--- config.mk ---
export PLATFORM = sky130hd
export DESIGN_NAME = complex_div_arbiter_flat
export DESIGN_NICKNAME = d
export VERILOG_FILES = /design/src/rtl/complex_div_arbiter_if.sv /design/src/rtl/complex_div_arbiter.sv /design/src/flat_wrapper.sv
export SDC_FILE = /design/constraint.sdc
export NUM_CORES = 1
export LEC_CHECK = 0
export ABC_AREA = 0
export BUFFER_PORTS_ARGS = -buffer_cell sky130_fd_sc_hd__buf_4
export CAP_MARGIN = 25
export CELL_PAD_IN_SITES_DETAIL_PLACEMENT = 1
export CELL_PAD_IN_SITES_GLOBAL_PLACEMENT = 2
export CORE_AREA = 3 3 617 619
export DETAILED_ROUTE_END_ITERATION = 10
export DIE_AREA = 0 0 620 622
export PLACE_DENSITY_LB_ADDON = 0.15
export SYNTH_ARGS = -nofsm -noshare
export SYNTH_HDL_FRONTEND = slang
export SYNTH_SLANG_ARGS = --single-unit
--- constraint.sdc ---
create_clock -name clk_i -period 5.35 [get_ports clk_i]
set_clock_uncertainty 0.1 [all_clocks]
set_input_delay 1.07 -clock clk_i [delete_from_list [all_inputs] [get_ports clk_i]]
set_output_delay 1.07 -clock clk_i [all_outputs]
set_load 0.1 [all_outputs]
--- src/rtl/complex_div_arbiter_if.sv ---
// Bundle of requester-side and complex_div-side signals around the shared divider arbiter.
// master drives the requesters and models the divider; slave is the arbiter itself.
interface complex_div_arbiter_if #(
   parameter int unsigned NumReq = 4
);
   logic                          flush_i;
   logic [NumReq-1:0]             req_valid_i;
   logic [NumReq-1:0]             req_ready_o;
   logic [NumReq-1:0][3:0][63:0]  req_operands_i;
   logic [NumReq-1:0]             rsp_valid_o;
   logic [NumReq-1:0]             rsp_ready_i;
   logic [1:0][63:0]              rsp_result_o;
   logic [4:0]                    rsp_status_o;
   logic [3:0][63:0]              div_operands_o;
   logic                          div_in_valid_o;
   logic                          div_in_ready_i;
   logic                          div_flush_o;
   logic [1:0][63:0]              div_result_i;
   logic [4:0]                    div_status_i;
   logic                          div_out_valid_i;
   logic                          div_out_ready_o;
   logic                          div_busy_i;
   logic                          busy_o;
   logic                          err_o;

   modport master (
      output flush_i, req_valid_i, req_operands_i, rsp_ready_i,
             div_in_ready_i, div_result_i, div_status_i, div_out_valid_i, div_busy_i,
      input  req_ready_o, rsp_valid_o, rsp_result_o, rsp_status_o, div_operands_o,
             div_in_valid_o, div_flush_o, div_out_ready_o, busy_o, err_o
   );

   modport slave (
      input  flush_i, req_valid_i, req_operands_i, rsp_ready_i,
             div_in_ready_i, div_result_i, div_status_i, div_out_valid_i, div_busy_i,
      output req_ready_o, rsp_valid_o, rsp_result_o, rsp_status_o, div_operands_o,
             div_in_valid_o, div_flush_o, div_out_ready_o, busy_o, err_o
   );
endinterface

--- src/rtl/complex_div_arbiter.sv ---
// Round-robin arbiter sharing one untagged, in-order complex_div among NumReq requesters.
// An in-order ID FIFO remembers who issued each in-flight op so results route back to their owner.
module complex_div_arbiter #(
   parameter int unsigned NumReq         = 4,
   parameter int unsigned MaxOutstanding = 4
) (
   input logic                 clk_i,
   input logic                 rst_i,
   complex_div_arbiter_if.slave bus
);
   localparam int unsigned IdxW = (NumReq > 1) ? $clog2(NumReq) : 1;
   localparam int unsigned CntW = $clog2(MaxOutstanding + 1);
   localparam int unsigned PtrW = (MaxOutstanding > 1) ? $clog2(MaxOutstanding) : 1;

   typedef enum logic {ST_OPEN, ST_LOCKED} lock_e;

   lock_e             state_q, state_d;
   logic [IdxW-1:0]   rr_ptr_q, rr_ptr_d;
   logic [IdxW-1:0]   grant_q, grant_d;
   logic [IdxW-1:0]   id_fifo_q [MaxOutstanding];
   logic [PtrW-1:0]   wr_ptr_q, rd_ptr_q;
   logic [CntW-1:0]   count_q;
   logic              err_q;

   logic [IdxW-1:0]   cand, search_win, winner, head;
   logic              found, full, empty, can_issue;
   logic              in_valid, out_ready, push, pop, err_set;
   logic [NumReq-1:0] req_ready, rsp_valid;

   function automatic logic [PtrW-1:0] ptr_inc(input logic [PtrW-1:0] p);
      return (p == PtrW'(MaxOutstanding - 1)) ? '0 : p + PtrW'(1);
   endfunction

   // First valid requester at or above rr_ptr, wrapping.
   always_comb begin
      found      = 1'b0;
      cand       = '0;
      search_win = rr_ptr_q;
      for (int unsigned i = 0; i < NumReq; i++) begin
         cand = IdxW'((32'(rr_ptr_q) + i) % NumReq);
         if (!found && bus.req_valid_i[cand]) begin
            found      = 1'b1;
            search_win = cand;
         end
      end
   end

   // Lock FSM next state plus issue/response steering.
   always_comb begin
      state_d   = state_q;
      grant_d   = grant_q;
      rr_ptr_d  = rr_ptr_q;
      winner    = search_win;
      in_valid  = 1'b0;
      req_ready = '0;
      rsp_valid = '0;
      out_ready = 1'b0;

      full      = (count_q == CntW'(MaxOutstanding));
      empty     = (count_q == '0);
      can_issue = !full && !bus.flush_i && !rst_i;

      case (state_q)
         ST_OPEN: begin
            winner   = search_win;
            in_valid = can_issue && found;
         end
         ST_LOCKED: begin
            winner   = grant_q;
            in_valid = can_issue;
         end
         default: ;
      endcase

      push = in_valid && bus.div_in_ready_i;
      if (push) req_ready[winner] = 1'b1;

      // Empty FIFO drains stray results so a misbehaving unit cannot wedge.
      head = id_fifo_q[rd_ptr_q];
      if (!rst_i && !bus.flush_i) begin
         if (empty) begin
            out_ready = 1'b1;
         end else begin
            out_ready       = bus.rsp_ready_i[head];
            rsp_valid[head] = bus.div_out_valid_i;
         end
      end
      pop     = bus.div_out_valid_i && out_ready && !empty;
      err_set = bus.div_out_valid_i && out_ready && empty;

      if (push) rr_ptr_d = (winner == IdxW'(NumReq - 1)) ? '0 : winner + IdxW'(1);

      if (bus.flush_i || push) begin
         state_d = ST_OPEN;
      end else if (in_valid) begin
         state_d = ST_LOCKED;
         grant_d = winner;
      end
   end

   always_ff @(posedge clk_i or posedge rst_i) begin
      if (rst_i) begin
         state_q  <= ST_OPEN;
         grant_q  <= '0;
         rr_ptr_q <= '0;
      end else begin
         state_q  <= state_d;
         grant_q  <= grant_d;
         rr_ptr_q <= rr_ptr_d;
      end
   end

   // Occupancy and ID FIFO pointers; flush discards all tracked IDs.
   always_ff @(posedge clk_i or posedge rst_i) begin
      if (rst_i) begin
         wr_ptr_q <= '0;
         rd_ptr_q <= '0;
         count_q  <= '0;
      end else if (bus.flush_i) begin
         wr_ptr_q <= '0;
         rd_ptr_q <= '0;
         count_q  <= '0;
      end else begin
         if (push) wr_ptr_q <= ptr_inc(wr_ptr_q);
         if (pop)  rd_ptr_q <= ptr_inc(rd_ptr_q);
         if (push && !pop)      count_q <= count_q + CntW'(1);
         else if (pop && !push) count_q <= count_q - CntW'(1);
      end
   end

   always_ff @(posedge clk_i) begin
      if (push) id_fifo_q[wr_ptr_q] <= winner;
   end

   always_ff @(posedge clk_i or posedge rst_i) begin
      if (rst_i)        err_q <= 1'b0;
      else if (err_set) err_q <= 1'b1;
   end

   assign bus.req_ready_o     = req_ready;
   assign bus.div_in_valid_o  = in_valid;
   assign bus.div_operands_o  = bus.req_operands_i[winner];
   assign bus.rsp_valid_o     = rsp_valid;
   assign bus.div_out_ready_o = out_ready;
   assign bus.rsp_result_o    = bus.div_result_i;
   assign bus.rsp_status_o    = bus.div_status_i;
   assign bus.div_flush_o     = bus.flush_i && !rst_i;
   assign bus.busy_o          = (count_q != '0) || (state_q == ST_LOCKED) || bus.div_busy_i;
   assign bus.err_o           = err_q;
endmodule

--- src/flat_wrapper.sv ---
// flat-port wrapper written by rule: the top's interface ports become plain ports
module complex_div_arbiter_flat 
#(
   parameter int unsigned NumReq         = 4,
   parameter int unsigned MaxOutstanding = 4
)
  (clk_i, rst_i, bus_flush_i, bus_req_valid_i, bus_req_operands_i, bus_rsp_ready_i, bus_div_in_ready_i, bus_div_result_i, bus_div_status_i, bus_div_out_valid_i, bus_div_busy_i, bus_req_ready_o, bus_rsp_valid_o, bus_rsp_result_o, bus_rsp_status_o, bus_div_operands_o, bus_div_in_valid_o, bus_div_flush_o, bus_div_out_ready_o, bus_busy_o, bus_err_o);
  complex_div_arbiter_if #(.NumReq(NumReq)) bus_i ();
  input logic clk_i;
  input logic rst_i;
  input wire logic [$bits(bus_i.flush_i)-1:0] bus_flush_i;
  input wire logic [$bits(bus_i.req_valid_i)-1:0] bus_req_valid_i;
  input wire logic [$bits(bus_i.req_operands_i)-1:0] bus_req_operands_i;
  input wire logic [$bits(bus_i.rsp_ready_i)-1:0] bus_rsp_ready_i;
  input wire logic [$bits(bus_i.div_in_ready_i)-1:0] bus_div_in_ready_i;
  input wire logic [$bits(bus_i.div_result_i)-1:0] bus_div_result_i;
  input wire logic [$bits(bus_i.div_status_i)-1:0] bus_div_status_i;
  input wire logic [$bits(bus_i.div_out_valid_i)-1:0] bus_div_out_valid_i;
  input wire logic [$bits(bus_i.div_busy_i)-1:0] bus_div_busy_i;
  output wire logic [$bits(bus_i.req_ready_o)-1:0] bus_req_ready_o;
  output wire logic [$bits(bus_i.rsp_valid_o)-1:0] bus_rsp_valid_o;
  output wire logic [$bits(bus_i.rsp_result_o)-1:0] bus_rsp_result_o;
  output wire logic [$bits(bus_i.rsp_status_o)-1:0] bus_rsp_status_o;
  output wire logic [$bits(bus_i.div_operands_o)-1:0] bus_div_operands_o;
  output wire logic [$bits(bus_i.div_in_valid_o)-1:0] bus_div_in_valid_o;
  output wire logic [$bits(bus_i.div_flush_o)-1:0] bus_div_flush_o;
  output wire logic [$bits(bus_i.div_out_ready_o)-1:0] bus_div_out_ready_o;
  output wire logic [$bits(bus_i.busy_o)-1:0] bus_busy_o;
  output wire logic [$bits(bus_i.err_o)-1:0] bus_err_o;
  assign bus_i.flush_i = bus_flush_i;
  assign bus_i.req_valid_i = bus_req_valid_i;
  assign bus_i.req_operands_i = bus_req_operands_i;
  assign bus_i.rsp_ready_i = bus_rsp_ready_i;
  assign bus_i.div_in_ready_i = bus_div_in_ready_i;
  assign bus_i.div_result_i = bus_div_result_i;
  assign bus_i.div_status_i = bus_div_status_i;
  assign bus_i.div_out_valid_i = bus_div_out_valid_i;
  assign bus_i.div_busy_i = bus_div_busy_i;
  assign bus_req_ready_o = bus_i.req_ready_o;
  assign bus_rsp_valid_o = bus_i.rsp_valid_o;
  assign bus_rsp_result_o = bus_i.rsp_result_o;
  assign bus_rsp_status_o = bus_i.rsp_status_o;
  assign bus_div_operands_o = bus_i.div_operands_o;
  assign bus_div_in_valid_o = bus_i.div_in_valid_o;
  assign bus_div_flush_o = bus_i.div_flush_o;
  assign bus_div_out_ready_o = bus_i.div_out_ready_o;
  assign bus_busy_o = bus_i.busy_o;
  assign bus_err_o = bus_i.err_o;
  complex_div_arbiter #(.NumReq(NumReq), .MaxOutstanding(MaxOutstanding)) u_core (.clk_i(clk_i), .rst_i(rst_i), .bus(bus_i));
endmodule
Word-level counts from Yosys, hierarchy flattened
Memory sizes are Yosys's and may differ from the RTL's.
Cells that the tools add are included.
{ "op_classes": {"n_addsub": 8, "n_lt_le_gt_ge": 8, "eq_ne": 4, "mux": 44, "n_bitwise": 3, "n_reduce_logical": 35} }
{ "op_table": {"columns": ["op", "count"], "rows": [
  ["256-bit binary-select mux with 2-bit select", 1],
  ["256-bit 2-to-1 mux", 1],
  ["2-bit 2-to-1 mux", 10],
  ["2-bit by 3-bit < comparator with 1-bit output, second input constant", 6],
  ["1-bit 2-to-1 mux", 17],
  ["1-bit logical AND", 16],
  ["4-bit 2-to-1 mux", 3],
  ["1-bit binary-select mux with 2-bit select", 5],
  ["1-bit zero test", 9],
  ["3-bit 2-to-1 mux", 3],
  ["2-bit by 1-bit adder with 2-bit output, second input constant", 4],
  ["2-bit == test, second input constant", 3],
  ["2-bit nonzero test", 3],
  ["3-bit nonzero test", 2],
  ["2-bit adder, second input constant", 2],
  ["4-bit bitwise AND", 1],
  ["1-bit demux with 2-bit select", 2],
  ["2-bit by 1-bit greater-or-equal comparator with 1-bit output, second input constant", 2],
  ["2-bit case mux with 2 select lines", 1],
  ["3-bit by 1-bit adder with 3-bit output, second input constant", 1],
  ["3-bit == test, second input constant", 1],
  ["3-bit zero test", 1],
  ["1-bit logical OR", 3],
  ["3-bit by 1-bit subtractor with 3-bit output, second input constant", 1],
  ["other kinds (3)", 4]
]} }
{ "word_totals": {"register_bits": 13, "mem_bits_rw": 8, "inputBits": 1171, "output_inout_bits": 402, "elab_cells": 110, "mem_count": 1} }
{ "mem_list": {"columns": ["memory", "words", "word_bits", "read_ports", "rd_clocked_by_memory_dff", "write_ports", "line_no", "source"], "rows": [
  ["u_core.id_fifo_q", 4, 2, 1, 0, 1, "complex_div_arbiter.sv:20", "logic [IdxW-1:0] id_fifo_q [MaxOutstanding];"]
]} }

Depth between registers and ports, before layout
Gate-level depths: netlist (run 1).
{ "logic_depth": {"depth_word": 20, "depth_mapped": 11, "mapped_depth_nobuf": 8} }

Least setup slack after synthesis (run 1)
No wires, ideal clock.
{ "synth_timing": {"path_kind": "input -> output", "startpoint": "input bus_req_valid_i[0]", "endpoint": "output bus_div_operands_o[165]", "arrival_ps": 3917, "t_required_ps": 4180, "setup_slack_ps": 263, "stages": 9, "path_buffers": 2, "cell_sequence": "nor2b_1 > nor3_1 > a21oi_1 > o31ai_4 > inv_2 > buf_2 > clkbuf_4 > mux2i_1 > mux2i_1"} }
{ "synth_between": {"elab_chain_len": 15, "word_cells_on_any_way": 23, "classes_between": "mux: 17; reduce/logical: 6"} }
{ "synth_rtl": {"columns": ["element", "line_no", "source"], "rows": [
  ["from (decl)", "flat_wrapper.sv:12", "input wire logic [$bits(bus_i.req_valid_i)-1:0] bus_req_valid_i;"],
  ["1-bit binary-select mux with 2-bit select", "complex_div_arbiter.sv:41", "if (!found && bus.req_valid_i[cand]) begin"],
  ["1-bit 2-to-1 mux (implied by the code)", "complex_div_arbiter.sv:41", null],
  ["1-bit 2-to-1 mux", "complex_div_arbiter.sv:41", null],
  ["1-bit zero test", "complex_div_arbiter.sv:41", null],
  ["1-bit logical AND", "complex_div_arbiter.sv:41", null],
  ["1-bit 2-to-1 mux", "complex_div_arbiter.sv:41", null],
  ["1-bit zero test", "complex_div_arbiter.sv:41", null],
  ["1-bit logical AND", "complex_div_arbiter.sv:41", null],
  ["1-bit 2-to-1 mux", "complex_div_arbiter.sv:41", null],
  ["1-bit zero test", "complex_div_arbiter.sv:41", null],
  ["1-bit logical AND", "complex_div_arbiter.sv:41", null],
  ["2-bit 2-to-1 mux (*)", "complex_div_arbiter.sv:41", null],
  ["2-bit case mux with 2 select lines (*)", "complex_div_arbiter.sv:63", "case (state_q)"],
  ["net u_core.winner[0]", "complex_div_arbiter.sv:25", "logic [IdxW-1:0] cand, search_win, winner, head;"],
  ["256-bit binary-select mux with 2-bit select (*)", "complex_div_arbiter.sv:142", "assign bus.div_operands_o = bus.req_operands_i[winner];"],
  ["256-bit 2-to-1 mux (implied by the code) (*)", "complex_div_arbiter.sv:142", null],
  ["to (decl)", "flat_wrapper.sv:24", "output wire logic [$bits(bus_i.div_operands_o)-1:0] bus_div_operands_o;"]
]} }
The timed path passes the listed nets; every way through them passes the cells marked *. The select of a mux whose other input is x is not followed.

Worst setup path in the final report (run 1)
{ "layout_timing": {"startpoint": "input bus_req_valid_i[0]", "endpoint": "output bus_div_operands_o[78]"} }
The elaborated chain is that of the path after synthesis.

==> metrics.cfg, run 1 <==
[outcome]
status=finished, final reports clean

[global_routing]
grt_max_degree=50
grt_pass1_wl_mm=289
grt_pass1_vias=16200
antenna_found_initial=285
grt_use_total_pct=12.4
overflow=0

[setup_path]
critPathLaunchType=primary input
max_stage_delay_ns=0.59
cpMostUsedCell=buf_4
crit_path_cell_trace=buf_4, nor2b_1, nor3_1, a21oi_1, o31ai_4, inv_8, buf_12, buf_4, mux2i_1, mux2i_1, buf_4
path_class=in2out
endpoint_kind=primary output
rr_endpoint=u_core.count_q[2]
r2r_cells=8
crit_path_top_delay_cell=mux2i_1
critPathTopFamily=buffers and inverters
worstPathBufferInverterCount=5
worstReg2RegStart=u_core.rr_ptr_q[1]
arrival_ns=3.94
required_ns=4.18
crit_path_max_fanout=16
r2r_slack_ns=2.15

[placed_design]
hpwlAfterDp_mm=238
placed_area_um2=26400
placed_cells=7314
gp_congestion=0.807
portBuffers=1306

[final_layout]
drive_gt1_share_pct=62.0
most-common-layout-cells=buf_4, mux2i_1, buf_12
post-route-util_pct=7.09
fin_cells=7367
area_growth_pct=150
final_cell_area_um2=26600
layout_commonest_cell=buf_4
fin_nets=3506

[yosys]
synth-edff-count=8
yosys.area.top_type=mux2i_1
synthTopCellsByArea=mux2i_1, buf_4, dfrtp_1
synth.distinct_cells=39
ys_warn_count=0
synth_cells=1120
synth-seq-area-share_pct=5.32
synth.ff_latch_count=21
synthArstFlopShare_pct=61.9
synthFlopType=dfrtp_1
synth_nets=2301
syn_avg_cell_area_um2=9.49
synth_top_area_share_pct=73.1
syn_area_um2=10600

[clocking]
cts_made_buffers=3
cts_setup_buffers=0
clock_path_buffers=2
htree_levels=1
clockRootBuffer=clkbuf_16
postCtsHoldBufs=0
clock_latency_ns=0.26
path_clk_slew_ns=0.06
cts_tree=built
clkSinkCount=21

[pwr]
p_leak_nw=12.6
powerDensity_nw_per_um2=662
ir_worst_vdd_v=0.000337

[routing]
vias=15200
drc_errors=0
wl_per_cell_um=33.9
ant_nets=0
via_per_inst=2.06
firstDrtPassIters=4
drtIter0Drc=504
finalWirelength_mm=250

[job]
cap_violations=0

[sta]
fin_crit_sh_pct=95.5
rsz0062_at_grt=no
tightest_slew_ns=0.765
relSlewSlack_pct=47.6
final_hold_viol_count=0
final_max_slew_viol_count=0
fin_crit_ns=5.11
setup_viol=0
fmax_mhz=196

[floorplan]
ios=1573
start_util_pct=2.83
fp.dieW_um=620
core_um2=376000
die_area_um2=386000
rows=225
die_h_um=622

[worst_hold_path]
hold_depth=1
worst_hold_path_type=reg2reg
hold_end=u_core.bus.err_o
min_from=u_core.bus.err_o

[synth_stat cells (3+ instances only)]
cell and instances:
buf_4 175, ha_1 9, mux2i_1 776, clkbuf_1 8
o21a_1 4, dfrtp_1 13, a21oi_1 4, inv_1 7
buf_2 33, clkbuf_4 5, nor3b_1 3, nor2b_1 5
nor2_1 17, mux2_2 4, mux4_2 3, edfxtp_1 8
and2_1 8, nor3_1 7, nand2_1 6
[how the worst max path moves through the flow]
stage | start | endpoint | slack, ns | depth (start not counted)
floorplan | bus_req_valid_i[0] | bus_div_operands_o[165] | 0.26 | 9
global placement | bus_req_valid_i[0] | bus_div_operands_o[187] | -0.07 | 10
detailed placement | bus_req_valid_i[0] | bus_div_operands_o[194] | 0.06 | 10
CTS | bus_req_valid_i[0] | bus_div_operands_o[194] | 0.06 | 10
global route | bus_req_valid_i[0] | bus_div_operands_o[110] | 0.04 | 11
finish | bus_req_valid_i[0] | bus_div_operands_o[78] | 0.24 | 11
[flip-flops by register name (all words and copies together), names as in the netlist]
signal            count
u_core.count_q        3
u_core.grant_q        2
u_core.wr_ptr_q       2
u_core.rr_ptr_q       2
u_core.rd_ptr_q       2
u_core.id_fifo_q      8
u_core.bus.err_o      1
u_core.state_q        1
[per-layer routing]
layer	vias to the layer above	GRT usage, %	part of all wire (%)
met1	6975	12.2	35
met3	482	7.60	12
li1	6497	-	-
met4	162	1.47	2.3
met5	-	0.250	0.45
met2	1062	22.7	50
[timing repair]
item                                    4_1_cts  5_1_grt
endpoints found under the setup margin        0        1
endpoints found under the hold margin         0        0
gates resized for setup                       0        1
[report_power, final]
group,switching (W),internal [W],total [W]
Combinational,0.0127,0.00449,0.0172
Sequential,0.0000451,0.000206,0.000251
Clock,0.0000676,0.000101,0.000169
Total,0.0128,0.00480,0.0176
[per-stage QoR]
| stage | power, W | setup TNS (ns) | hold WS [ns] | setup WS [ns] |
|---|---|---|---|---|
| floorplan | 0.0127 | 0 | 0.380 | 0.263 |
| global route | 0.0183 | 0 | 0.428 | 0.0381 |
| CTS | 0.0181 | 0 | 0.400 | 0.0617 |
| finish | 0.0176 | 0 | 0.400 | 0.240 |
| global placement | 0.0180 | -0.0679 | 0.368 | -0.0679 |
| detailed placement | 0.0179 | 0 | 0.371 | 0.0636 |
[cell families (layout without fill, tap and decap cells)]
| kind of cell | count (synthesis) | count (layout) | share of synthesized area, % |
|---|---|---|---|
| fa+ha+maj | 10 | 10 | 1.25 |
| buf+inv | 232 | 1436 | 15.1 |
| other cells | 0 | 49 | 0 |
| xor+xnor | 1 | 1 | 0.0824 |
| simple gates | 56 | 56 | 2.84 |
| flops | 21 | 21 | 5.32 |
| compound gates | 17 | 17 | 1.29 |
| mux | 783 | 783 | 74.1 |
[layout make-up]
class / instances / area (µm²)
fill: 44800 / 349000
timing repair buffer: 1423 / 11100
multi-input combinational: 867 / 8460
tap: 4994 / 6250
sequential: 21 / 566
antenna: 49 / 123
clock buffer: 3 / 75.1
inverter: 9 / 48.8
clock inverter: 1 / 7.51
No activity file was read; power rests on OpenSTA's default activity.
==> run 2, diff against run 1 <==
Settings changed: CORE_AREA 3 3 617 619 to 3 3 614 616, CTS_BUF_LIST set to sky130_fd_sc_hd__clkbuf_8, DIE_AREA 0 0 620 622 to 0 0 617 619.
==> run 2 against run 1 <==
Net effect:
- flip-flop and latch count did not move
- via count is 0.71% lower
- worst setup slack got worse by 0.16 ns
- critical path type unchanged
- largest cell class unchanged
- largest power group unchanged
==> metrics.cfg, run 2 (synthesis gave the netlist of run 1 again) <==
[setup_path]
rr_endpoint=u_core.count_q[2]
path_class=in2out
arrival_ns=4.10
r2r_cells=9
r2r_slack_ns=2.16
crit_path_max_fanout=81
required_ns=4.18
endpoint_kind=primary output
critPathLaunchType=primary input
worstReg2RegStart=u_core.rr_ptr_q[1]

[floorplan]
fp.dieW_um=617
start_util_pct=2.86
ios=1573
core_um2=372000
die_h_um=619
die_area_um2=382000
rows=224

[global_routing]
grt_max_degree=82
overflow=0
antenna_found_initial=307
grt_pass1_vias=16200
grt_pass1_wl_mm=277
grt_use_total_pct=12.0

[pwr]
p_total_w=0.0172
ir_worst_vdd_v=0.000385
powerDensity_nw_per_um2=651
p_leak_nw=12.5

[sta]
setup_tns_ns=0
relSlewSlack_pct=42.2
rsz0062_at_grt=no
tightest_slew_ns=0.842
final_hold_viol_count=0
fin_crit_sh_pct=98.4
fin_crit_ns=5.27
setup_viol=0
final_max_slew_viol_count=0
fmax_mhz=190

[clocking]
cts_tree=built
clkSinkCount=21
clock_path_buffers=2
htree_levels=1
path_clk_slew_ns=0.09
cts_setup_buffers=0
clockRootBuffer=clkbuf_8
clock_latency_ns=0.27
cts_made_buffers=3

[placed_design]
portBuffers=1306
hpwlAfterDp_mm=230
gp_congestion=0.799

[final_layout]
reg_top3=u_core.id_fifo_q (8), u_core.count_q (3)
area_growth_pct=148
post-route-util_pct=7.09
largest_reg_flops=8
drive_gt1_share_pct=62.1
ff_latch_area_um2=566
nFillCells=44200
most-common-layout-cells=buf_4, mux2i_1, buf_12
regMostFlops=u_core.id_fifo_q
layout_commonest_cell=buf_4
fin_nets=3494
multi_input_comb_area_um2=8480

[routing]
ant_nets=0
finalWirelength_mm=242
via_per_inst=2.05
firstDrtPassIters=4
vias=15100
wl_per_cell_um=32.9
drc_errors=0
drtIter0Drc=445

[worst_hold_path]
worst_hold_path_type=reg2reg
min_from=u_core.bus.err_o
hold_end=u_core.bus.err_o
hold_depth=1

[outcome]
status=finished, final reports clean

[job]
cap_violations=0

[run 2: changes by cell type in the layout (fill, tap and decap cells not counted)]
| cell | previous run | this run |
|---|---|---|
| mux2i_2 | 0 | 6 |
| clkbuf_16 | 3 | 0 |
| diode_2 | 49 | 69 |
| mux2i_1 | 776 | 770 |
| clkbuf_8 | 0 | 3 |
| buf_12 | 32 | 20 |
| buf_4 | 1390 | 1391 |
| buf_6 | 1 | 0 |
[run 2: worst max-delay path by stage]
| stage | start | to | cells after the start |
|---|---|---|---|
| 2_1_floorplan | bus_req_valid_i[0] | bus_div_operands_o[165] | 9 |
| 3_3_place_gp | bus_req_valid_i[0] | bus_div_operands_o[198] | 11 |
| 3_5_place_dp | bus_req_valid_i[0] | bus_div_operands_o[186] | 11 |
| 4_1_cts | bus_req_valid_i[0] | bus_div_operands_o[53] | 11 |
| 5_1_grt | bus_req_valid_i[0] | bus_div_operands_o[191] | 11 |
| 6_report | bus_req_valid_i[0] | bus_div_operands_o[140] | 11 |
[run 2: through the flow]
step	hold WS, ns	cell area (µm²)	instances	setup WS [ns]
finish	0.397	26400	7353	0.0837
global route	0.436	26300	7300	0.0129
CTS	0.405	26200	7284	0.0197
detailed placement	0.383	26100	7280	-0.0957
global placement	0.364	26100	7278	-0.149
floorplan	0.380	10600	1120	0.263
[run 2: area by class of cell]
cell class                 instances  area share (%)
timing repair buffer            1411            41.1
tap                             4972            23.6
multi-input combinational        867            32.2
antenna                           69           0.654
clock inverter                     1          0.0285
sequential                        21            2.14
inverter                           9           0.185
clock buffer                       3           0.157
[run 2: worst max-delay path: stages]
cell	delay (ns)
buf_4	0.13
nor2b_1	0.20
nor3_1	0.08
a21oi_1	0.24
o31ai_4	0.13
inv_8	0.10
buf_12	0.19
buf_12	0.44
mux2i_1	0.75
mux2i_1	0.19
buf_4	0.29
[run 2: layer usage]
metal | track usage, % | wire length (µm)
met1 | 10.5 | 74700
met2 | 21.7 | 121000
met3 | 9.81 | 39600
met4 | 1.39 | 5200
met5 | 0.587 | 1700
[run 2: power by group]
part / switching, W / leakage [nW] / total [W] / internal, W
Combinational: 0.0125 / 12.2 / 0.0168 / 0.00431
Clock: 0.0000616 / 0.0222 / 0.000114 / 0.0000527
Sequential: 0.0000467 / 0.239 / 0.000253 / 0.000206
Total: 0.0126 / 12.5 / 0.0172 / 0.00456
[run 2: timing repair]
action	4_1_cts	5_1_grt
hold buffers	0	0
hold endpoints to repair	0	0
gates resized for setup	3	1
pin swaps	0	0
endpoints found under the setup margin	3	1
cloned	0	0
==> run 3, diff against run 2 <==
Settings changed: CAP_MARGIN 25 to unset, GPL_TIMING_DRIVEN set to 0.
==> run 3 against run 2 <==
Net effect:
- sequential power is 9.5% lower
- non-clock buffer count is 262 higher
- highest routed layer unchanged
- largest cell class unchanged
- global-route usage is 0.88 points higher
==> metrics.cfg, run 3 (synthesis gave the netlist of run 1 again) <==
[outcome]
status=finished, final reports clean

[clocking]
htree_levels=1
clock_path_buffers=2
clockRootBuffer=clkbuf_8
clock_latency_ns=0.27
clkSinkCount=21
path_clk_slew_ns=0.08
cts_made_buffers=3
cts_tree=built

[floorplan]
die_h_um=619
die_area_um2=382000
start_util_pct=2.86
ios=1573
rows=224
fp.dieW_um=617
core_um2=372000

[setup_path]
r2r_cells=9
path_class=in2out
crit_path_max_fanout=10
endpoint_kind=primary output
rr_endpoint=u_core.rr_ptr_q[1]
required_ns=4.18
r2r_slack_ns=2.07
worstReg2RegStart=u_core.rr_ptr_q[0]
crit_path_start=bus_req_valid_i[2]
critPathLaunchType=primary input
crit_end=bus_div_operands_o[155]
arrival_ns=4.15

[pwr]
p_comb_share_pct=98.2
p_seq_share_pct=1.2
p_leak_nw=13.5
powerDensity_nw_per_um2=653
pwr-share-clk_pct=0.6
p_switching_w=0.0139
internal_power_w=0.00467
sw_frac_of_total_pct=74.8
ir_worst_vdd_v=0.000448

[global_routing]
overflow=0
grt_pass1_vias=16800
grt_use_total_pct=12.9
antenna_found_initial=283
grt_pass1_wl_mm=296
grt_max_degree=16

[sta]
fin_crit_sh_pct=99.5
setup_tns_ns=0
finalHoldWorstSlack_ns=0.381
fmax_mhz=188
tightest_slew_ns=1.30
final_max_slew_viol_count=0
relSlewSlack_pct=13.3
final_hold_viol_count=0
fin_crit_ns=5.32
rsz0062_at_grt=yes
setup_viol=0

[routing]
wl_met1_mm=92.6
route.met2.wl_mm=133
via_per_inst=2.10
firstDrtPassIters=4
wl_per_cell_um=34.2
ant_nets=0
route.met3.wl_mm=29.5
drtIter0Drc=443
finalWirelength_mm=260
top_layer=met5
vias=16000
drc_errors=0

[final_layout]
reg_top3=u_core.id_fifo_q (8), u_core.count_q (3)
regMostFlops=u_core.id_fifo_q
most-common-layout-cells=buf_4, mux2i_1, mux2i_2
area_growth_pct=168
fin_nets=3756
largest_reg_flops=8
layout_commonest_cell=buf_4
drive_gt1_share_pct=67.8

[placed_design]
portBuffers=1439
hpwlAfterDp_mm=247
gp_congestion=0.822

[job]
cap_violations=0

[worst_hold_path]
worst_hold_path_type=reg2reg

[run 3: cell types whose count changed in the layout (fill, tap and decap cells not counted), moves of 6 or more]
cell / before / now
clkbuf_4: 0 / 6
diode_2: 69 / 54
mux2i_1: 770 / 718
buf_2: 0 / 24
buf_4: 1391 / 1620
mux2i_4: 0 / 22
buf_6: 0 / 12
buf_12: 20 / 0
mux2i_2: 6 / 36
[run 3: worst min-delay path by stage]
stage | startpoint | endpoint | slack (ns) | depth (start not counted)
3_3_place_gp | u_core.bus.err_o | u_core.bus.err_o | 0.36 | 1
5_1_grt | u_core.bus.err_o | u_core.bus.err_o | 0.40 | 1
6_report | u_core.bus.err_o | u_core.bus.err_o | 0.38 | 1
2_1_floorplan | u_core.grant_q[0] | u_core.grant_q[0] | 0.38 | 1
4_1_cts | u_core.bus.err_o | u_core.bus.err_o | 0.39 | 1
3_5_place_dp | u_core.bus.err_o | u_core.bus.err_o | 0.36 | 1
[run 3: layout make-up]
class                      instances  area (µm²)
fill                           44300      343000
timing repair buffer            1450       10900
multi-input combinational        867        8870
tap                             4972        6220
buffer                           223        1640
sequential                        21         566
antenna                           54         135
clock buffer                       3        41.3
inverter                           9        41.3
clock inverter                     1        5.00
[run 3: power groups by stage]
stage / clock, W / combinational, W / sequential, W
after global routing: 0.000127 / 0.0190 / 0.000233
after detailed placement: 0 / 0.0186 / 0.000232
after CTS: 0.000121 / 0.0189 / 0.000229
after floorplan: 0 / 0.0124 / 0.000231
after global placement: 0 / 0.0185 / 0.000232
final: 0.000114 / 0.0182 / 0.000229
[run 3: per-layer routing]
layer	GRT usage, %	up-vias
met3	7.53	404
met5	0	-
met4	0.829	190
met1	13.0	7408
li1	-	7003
met2	23.8	945
[run 3: worst max-delay path: stages]
cell     delay, ns
buf_4         0.13
nor2b_1       0.21
a21oi_1       0.07
a21oi_1       0.28
o31ai_4       0.10
buf_4         0.18
inv_6         0.19
buf_8         0.33
buf_4         0.46
mux2i_2       0.64
mux2i_1       0.16
buf_4         0.27
[run 3: repair_timing]
item	CTS	global route
pin swaps	0	1
setup endpoints to repair	208	22
hold buffers	0	0
gates resized for setup	92	5
buffers inserted	0	4
[run 3: through the flow]
stage | area [µm²] | setup WS [ns] | instances | util, % | total power, W
floorplan | 10600 | 0.263 | 1120 | - | 0.0127
global placement | 27700 | -2.02 | 7531 | 7.44 | 0.0188
detailed placement | 27800 | -1.64 | 7538 | 7.47 | 0.0188
CTS | 28300 | 0.00223 | 7542 | 7.60 | 0.0192
global route | 28300 | -0.0429 | 7553 | 7.62 | 0.0193
finish | 28500 | 0.0293 | 7600 | 7.65 | 0.0186
